--- src/rtl/handshake_pkg.sv ---
// -----------------------------------------------------------------------------
// handshake_pkg
// Shared types and constants for the handshake skid buffer.
//   skid_state_t : EMPTY (no entries), BUSY (main slot full), FULL (main + skid)
//   LEVEL_W      : width of the occupancy output (0..2 entries)
// -----------------------------------------------------------------------------
package handshake_pkg;

    localparam int unsigned LEVEL_W = 2;

    typedef enum logic [1:0] {
        EMPTY = 2'd0,
        BUSY  = 2'd1,
        FULL  = 2'd2
    } skid_state_t;

endpackage : handshake_pkg

--- src/rtl/handshake_skid_buffer_if.sv ---
// -----------------------------------------------------------------------------
// handshake_skid_buffer_if
// Upstream/downstream valid-ready bundle for the skid buffer.
//   s_valid/s_ready/s_data : upstream handshake (into the buffer)
//   m_valid/m_ready/m_data : downstream handshake (out of the buffer)
//   level                  : entries currently held (0, 1 or 2)
// Modports:
//   slave  : the buffer's view (consumes s_*, produces m_* and level)
//   master : the surrounding environment's view (the opposite directions)
// -----------------------------------------------------------------------------
interface handshake_skid_buffer_if #(
    parameter int unsigned DATA_W = 8
) ();

    logic                                s_valid;
    logic                                s_ready;
    logic [DATA_W-1:0]                   s_data;
    logic                                m_valid;
    logic                                m_ready;
    logic [DATA_W-1:0]                   m_data;
    logic [handshake_pkg::LEVEL_W-1:0]   level;

    modport slave (
        input  s_valid,
        input  s_data,
        input  m_ready,
        output s_ready,
        output m_valid,
        output m_data,
        output level
    );

    modport master (
        output s_valid,
        output s_data,
        output m_ready,
        input  s_ready,
        input  m_valid,
        input  m_data,
        input  level
    );

endinterface : handshake_skid_buffer_if

--- src/rtl/handshake_slot.sv ---
// -----------------------------------------------------------------------------
// handshake_slot
// One storage entry of the skid buffer: a valid bit plus a DATA_W payload.
// Ports:
//   clk, resetn : clock and asynchronous active-low reset (clears valid + data)
//   load        : capture din and set valid (wins over clear)
//   clear       : drop valid; payload bits are left untouched
//   din         : payload to capture
//   valid, q    : slot occupancy and stored payload
// -----------------------------------------------------------------------------
module handshake_slot #(
    parameter int unsigned DATA_W = 8
) (
    input  logic              clk,
    input  logic              resetn,
    input  logic              load,
    input  logic              clear,
    input  logic [DATA_W-1:0] din,
    output logic              valid,
    output logic [DATA_W-1:0] q
);

    logic              valid_q, valid_d;
    logic [DATA_W-1:0] data_q,  data_d;

    always_comb begin
        valid_d = valid_q;
        data_d  = data_q;
        if (load) begin
            valid_d = 1'b1;
            data_d  = din;
        end else if (clear) begin
            valid_d = 1'b0;
        end
    end

    always_ff @(posedge clk or negedge resetn) begin
        if (!resetn) begin
            valid_q <= 1'b0;
            data_q  <= '0;
        end else begin
            valid_q <= valid_d;
            data_q  <= data_d;
        end
    end

    assign valid = valid_q;
    assign q     = data_q;

endmodule : handshake_slot

--- src/rtl/handshake_skid_buffer.sv ---
// -----------------------------------------------------------------------------
// handshake_skid_buffer
// Two-entry valid/ready skid buffer. Full throughput with a registered s_ready,
// so there is no combinational path from m_ready back to s_ready.
// Ports:
//   clk    : single clock, all state on the rising edge
//   resetn : asynchronous active-low reset (empties both slots)
//   bus    : handshake_skid_buffer_if.slave (s_*, m_*, level)
// Configuration:
//   HANDSHAKE_SKID_PROTOCOL_CHECK_EN : when defined, compiles concurrent
//   protocol assertions (downstream stability, level range, no accept in FULL).
//   When undefined, no assertion code is present and behaviour is unchanged.
// -----------------------------------------------------------------------------
module handshake_skid_buffer
    import handshake_pkg::*;
#(
    parameter int unsigned DATA_W = 8
) (
    input  logic                     clk,
    input  logic                     resetn,
    handshake_skid_buffer_if.slave   bus
);

    skid_state_t       state_q, state_d;
    logic              s_ready_q, s_ready_d;

    logic              s_fire, m_fire;

    logic              main_load, main_clear, main_valid;
    logic [DATA_W-1:0] main_din, main_data;
    logic              skid_load, skid_clear, skid_valid;
    logic [DATA_W-1:0] skid_data;

    assign s_fire = bus.s_valid & s_ready_q;
    assign m_fire = main_valid & bus.m_ready;

    always_comb begin
        state_d    = state_q;
        main_load  = 1'b0;
        main_clear = 1'b0;
        main_din   = bus.s_data;
        skid_load  = 1'b0;
        skid_clear = 1'b0;

        unique case (state_q)
            EMPTY: begin
                if (s_fire) begin
                    state_d   = BUSY;
                    main_load = 1'b1;
                end
            end
            BUSY: begin
                if (s_fire && m_fire) begin
                    main_load = 1'b1;
                end else if (s_fire) begin
                    state_d   = FULL;
                    skid_load = 1'b1;
                end else if (m_fire) begin
                    state_d    = EMPTY;
                    main_clear = 1'b1;
                end
            end
            FULL: begin
                // s_ready is low here, so upstream data is never sampled.
                if (m_fire) begin
                    state_d    = BUSY;
                    main_load  = 1'b1;
                    main_din   = skid_data;
                    skid_clear = 1'b1;
                end
            end
            default: begin
                state_d = EMPTY;
            end
        endcase

        // Registered ready: decided from the next state so it lines up with
        // the occupancy seen on the following cycle.
        s_ready_d = (state_d != FULL);
    end

    always_ff @(posedge clk or negedge resetn) begin
        if (!resetn) begin
            state_q   <= EMPTY;
            s_ready_q <= 1'b1;
        end else begin
            state_q   <= state_d;
            s_ready_q <= s_ready_d;
        end
    end

    handshake_slot #(.DATA_W(DATA_W)) u_main (
        .clk    (clk),
        .resetn (resetn),
        .load   (main_load),
        .clear  (main_clear),
        .din    (main_din),
        .valid  (main_valid),
        .q      (main_data)
    );

    handshake_slot #(.DATA_W(DATA_W)) u_skid (
        .clk    (clk),
        .resetn (resetn),
        .load   (skid_load),
        .clear  (skid_clear),
        .din    (bus.s_data),
        .valid  (skid_valid),
        .q      (skid_data)
    );

    assign bus.s_ready = s_ready_q;
    assign bus.m_valid = main_valid;
    assign bus.m_data  = main_data;
    assign bus.level   = LEVEL_W'(main_valid) + LEVEL_W'(skid_valid);

`ifdef HANDSHAKE_SKID_PROTOCOL_CHECK_EN
    property p_valid_hold;
        @(posedge clk) disable iff (!resetn)
            (bus.m_valid && !bus.m_ready) |=> bus.m_valid;
    endproperty

    property p_data_stable;
        @(posedge clk) disable iff (!resetn)
            (bus.m_valid && !bus.m_ready) |=> $stable(bus.m_data);
    endproperty

    property p_level_range;
        @(posedge clk) disable iff (!resetn)
            bus.level != 2'd3;
    endproperty

    property p_no_accept_when_full;
        @(posedge clk) disable iff (!resetn)
            !(s_fire && state_q == FULL);
    endproperty

    a_valid_hold: assert property (p_valid_hold)
        else $error("m_valid dropped while stalled");
    a_data_stable: assert property (p_data_stable)
        else $error("m_data changed while stalled");
    a_level_range: assert property (p_level_range)
        else $error("level reached 3");
    a_no_accept_when_full: assert property (p_no_accept_when_full)
        else $error("upstream transfer accepted in FULL");
`else
`endif

endmodule : handshake_skid_buffer

--- src/flat_wrapper.sv ---
// flat-port wrapper written by rule: the top's interface ports become plain ports
module handshake_skid_buffer_flat import handshake_pkg::*;
#(
    parameter int unsigned DATA_W = 8
)
  (clk, resetn, bus_s_valid, bus_s_data, bus_m_ready, bus_s_ready, bus_m_valid, bus_m_data, bus_level);
  handshake_skid_buffer_if #(.DATA_W(DATA_W)) bus_i ();
  input  logic clk;
  input  logic resetn;
  input wire logic [$bits(bus_i.s_valid)-1:0] bus_s_valid;
  input wire logic [$bits(bus_i.s_data)-1:0] bus_s_data;
  input wire logic [$bits(bus_i.m_ready)-1:0] bus_m_ready;
  output wire logic [$bits(bus_i.s_ready)-1:0] bus_s_ready;
  output wire logic [$bits(bus_i.m_valid)-1:0] bus_m_valid;
  output wire logic [$bits(bus_i.m_data)-1:0] bus_m_data;
  output wire logic [$bits(bus_i.level)-1:0] bus_level;
  assign bus_i.s_valid = bus_s_valid;
  assign bus_i.s_data = bus_s_data;
  assign bus_i.m_ready = bus_m_ready;
  assign bus_s_ready = bus_i.s_ready;
  assign bus_m_valid = bus_i.m_valid;
  assign bus_m_data = bus_i.m_data;
  assign bus_level = bus_i.level;
  handshake_skid_buffer #(.DATA_W(DATA_W)) u_core (.clk(clk), .resetn(resetn), .bus(bus_i));
endmodule
--- config.mk ---
export PLATFORM = sky130hd
export DESIGN_NAME = handshake_skid_buffer_flat
export DESIGN_NICKNAME = d
export VERILOG_FILES = /design/src/rtl/handshake_pkg.sv /design/src/rtl/handshake_skid_buffer_if.sv /design/src/rtl/handshake_slot.sv /design/src/rtl/handshake_skid_buffer.sv /design/src/flat_wrapper.sv
export SDC_FILE = /design/constraint.sdc
export NUM_CORES = 1
export LEC_CHECK = 0
export ABC_AREA = 1
export CAP_MARGIN = 0
export CORE_MARGIN = 8
export CORE_UTILIZATION = 50
export CTS_CLUSTER_SIZE = 24
export DETAILED_ROUTE_END_ITERATION = 8
export PLACE_DENSITY = 0.8
export SYNTH_ARGS = -nofsm -noshare
export SYNTH_HDL_FRONTEND = slang
export SYNTH_HIERARCHICAL = 1
export SYNTH_SLANG_ARGS = --single-unit
--- constraint.sdc ---
create_clock -name clk -period 3.7 [get_ports clk]
set_clock_uncertainty 0.05 [all_clocks]
set_input_delay 0.74 -clock clk [delete_from_list [all_inputs] [get_ports clk]]
set_output_delay 0.74 -clock clk [all_outputs]
set_load 0.05 [all_outputs]
==> results.py <==
metrics = {
    "timing": {
        "holdWs_ns": 0.434,
        "finalCritPeriodShare_pct": 71.6,
        "worstMarginPinSlew_ns": 0.913,
        "finalHoldViolations": 0,
        "final-setup-viol-count": 0,
        "maxSlewHeadroom_pct": 38.9,
        "grt_setup_unrepaired": "false",
        "layout_min_cycle_time_ns": 2.65,
        "tns_ns": 0,
        "fmax_ghz": 0.378,
        "drv_slew": 0,
    },
    "floorplan": {
        "initial_utilization_pct": 52.4,
        "die_h_um": 60.9,
        "coreArea_sq_um": 1920,
        "die_w_um": 60.9,
        "ios": 24,
        "rows": 16,
        "die_area_sq_um": 3710,
    },
    "power": {
        "comb_power_share_pct": 6.1,
        "ir_drop_mv": 0.223,
        "p_sw_uw": 78.4,
        "p_sw_share_pct": 21.8,
        "power_density_nw_per_um2": 282,
        "intPower_uw": 282,
        "p_leak_nw": 0.700,
        "clock_power_share_pct": 30.1,
        "seqPwrFrac_pct": 63.7,
    },
    "job": {
        "cap_violations": 0,
    },
    "clocking": {
        "clock-root-buffer": "clkbuf_4",
        "cts_resized": 0,
        "htreeDepth": 1,
        "cts_hold_buf": 0,
        "cts_inserted_buffers": 3,
        "cts_setup_buffers": 0,
        "cts_sinks": 21,
        "cts_tree": "done",
        "cts_buffer_depth": 2,
        "insertion_delay_ns": 0.30,
        "clk_pin_slew_ns": 0.12,
    },
    "layout": {
        "diodes": 0,
        "drive_gt1_share_pct": 9.74,
        "syn2layout_area_growth_pct": 26.7,
        "finish.net_count": 168,
        "final_cells": 181,
        "post-route-cell-area_sq_um": 1280,
    },
    "critical_path": {
        "cp_max_fo": 4,
        "cp.required_ns": 2.91,
        "cp.arrival_ns": 1.86,
        "critPathKind": "reg2out",
        "cp.buffers_inverters": 1,
        "crit_path_start_kind": "flip-flop",
        "endpoint_kind": "output port",
        "timing.rr.start": "u_core/u_main/valid$_DFFE_PN0P_",
        "cpPeakStageDelay_ns": 0.80,
        "slowest_stage": "clkdlybuf4s50_1",
        "cp_top_family": "buffers and inverters",
        "cp_cell_sequence": "ha_1 > clkdlybuf4s50_1",
        "startpoint": "u_core/u_main/valid$_DFFE_PN0P_",
    },
    "logic_synthesis": {
        "synth_top_area_share_pct": 49.7,
        "postSynthCellCount": 129,
        "synth_ff_type": "dfrtp_1",
        "synth_area_leaders": "dfrtp_1 50%, nand2_1 31%, nand2_4 3.4%",
        "synth-seq-cells": 21,
        "yosysTopAreaCell": "dfrtp_1",
        "seq_area_frac_synth_pct": 52.3,
        "post_synth.cell_area_avg_sq_um": 7.81,
        "async_flop_share_pct": 100,
        "synth_commonest_cells": "82 x nand2_1, 20 x dfrtp_1, 6 x inv_1",
        "syn_area_sq_um": 1010,
        "synth_warnings": 6,
        "yosysUniqueCellTypes": 15,
        "synth_edf_count": 0,
        "yosys.cell_count.top_type": "nand2_1",
        "synth_nets": 142,
    },
    "min_path": {
        "hold_start": "u_core/u_main/q[7]$_DFFE_PN0P_",
        "hold_path_class": "reg2reg",
    },
    "drt": {
        "dr_wl_met2_um": 1010,
        "route.met3.wl_um": 60,
        "wl_met1_um": 931,
        "finalWirelength_um": 2020,
        "drc_errors": 0,
        "num_vias": 812,
        "dr.pass1.iters": 4,
        "wl_per_cell_um": 11.2,
        "highest_layer": "met4",
        "viasPerCell": 4.49,
        "ant_nets": 0,
        "drtIter0Drc": 25,
    },
    "placed_design": {
        "dpl.hpwl_um": 1560,
        "port_buffers": 23,
        "place.gp.congestion": 0.799,
        "place_area_sq_um": 1250,
        "numPlacedInstances": 177,
    },
    "global_route": {
        "grt_overflow": 0,
        "grt_max_degree": 22,
        "grt_pass1_vias": 795,
        "grtUsageTotal_pct": 12.1,
        "antenna_found_initial": 0,
        "grt_pass1_wl_um": 3450,
    },
    "status": {
        "outcome": "completed",
    },
}
-- final timing paths --
| check | endpoint | slack, ns | cells past startpoint |
|---|---|---|---|
| setup / recovery | bus_level[0] | 1.05 | 2 |
| hold / removal | u_core/u_main/q[7]$_DFFE_PN0P_ | 0.43 | 2 |
| setup reg to reg | u_core/u_skid/q[7]$_DFFE_PN0P_ | 2.16 | 6 |
| hold reg to reg | u_core/u_main/q[7]$_DFFE_PN0P_ | 0.43 | 2 |
| max in group asynchronous | u_core/u_main/valid$_DFFE_PN0P_ | 2.15 | 1 |
| min in group asynchronous | u_core/u_skid/q[3]$_DFFE_PN0P_ | 0.89 | 1 |
-- routing by layer --
layer	vias up	GRT usage (%)
met5	-	0
met4	0	4.98
met3	2	2.33
met2	14	20.2
met1	356	14.7
li1	440	-
-- worst reg2reg max path, cell delays in order (launching register included) --
cell and delay (ns):
dfrtp_1 0.46, nand2_4 0.15, nand2_1 0.13, nor2_2 0.37
inv_2 0.15, nand2_1 0.10, nand2_1 0.05
-- state kept, by name, summed over array words and instances, names as in the netlist --
signal / flops
u_core/u_main/q: 8
u_core/u_skid/valid: 1
u_core/state_q: 2
u_core/u_main/valid: 1
u_core/bus.s_ready: 1
u_core/u_skid/q: 8
-- cells in the final DEF, fill, tap and decap left out, drive strengths merged --
cell / synthesis / final
a21oi: 1 / 1
clkbuf: 0 / 3
clkdlybuf4s50: 0 / 23
clkinv: 0 / 1
dfrtp: 20 / 20
dfstp: 1 / 1
ha: 1 / 1
inv: 10 / 10
nand2: 85 / 85
nand3: 2 / 2
nor2: 5 / 5
nor3: 1 / 1
o21ai: 1 / 1
-- cell type report --
type	instances	area [sq um]
Clock buffer	3	22.5
Multi-Input combinational cell	96	420
Inverter	10	37.5
Timing Repair Buffer	23	230
Sequential cell	21	527
Tap cell	27	33.8
Clock inverter	1	5.00
Fill cell	170	646
-- power groups by stage --
| stage | sequential (mW) | combinational (mW) | clock [mW] |
|---|---|---|---|
| after global placement | 0.234 | 0.0219 | 0 |
| after detailed placement | 0.234 | 0.0223 | 0 |
| after CTS | 0.230 | 0.0224 | 0.112 |
| after global routing | 0.230 | 0.0244 | 0.121 |
| final | 0.230 | 0.0221 | 0.108 |
| after floorplan | 0.234 | 0.00353 | 0 |
-- logic make-up after synthesis --
kind of cell | count (synthesis) | share of synthesized area (%)
adders and majority gates | 1 | 1.24
buffers and inverters | 12 | 5.96
DFF | 21 | 52.3
AOI/OAI and AO/OA | 2 | 1.37
and+or+nand+nor | 93 | 39.1
-- per-stage QoR --
stage | util, % | setup slack [ns] | total power, mW
floorplan | - | 1.67 | 0.237
global placement | 65.0 | 1.39 | 0.256
detailed placement | 65.0 | 1.38 | 0.256
CTS | 66.4 | 1.03 | 0.364
global route | 66.4 | 1.02 | 0.375
finish | 66.4 | 1.05 | 0.360
Note: power is estimated with default switching activity, not from simulation.
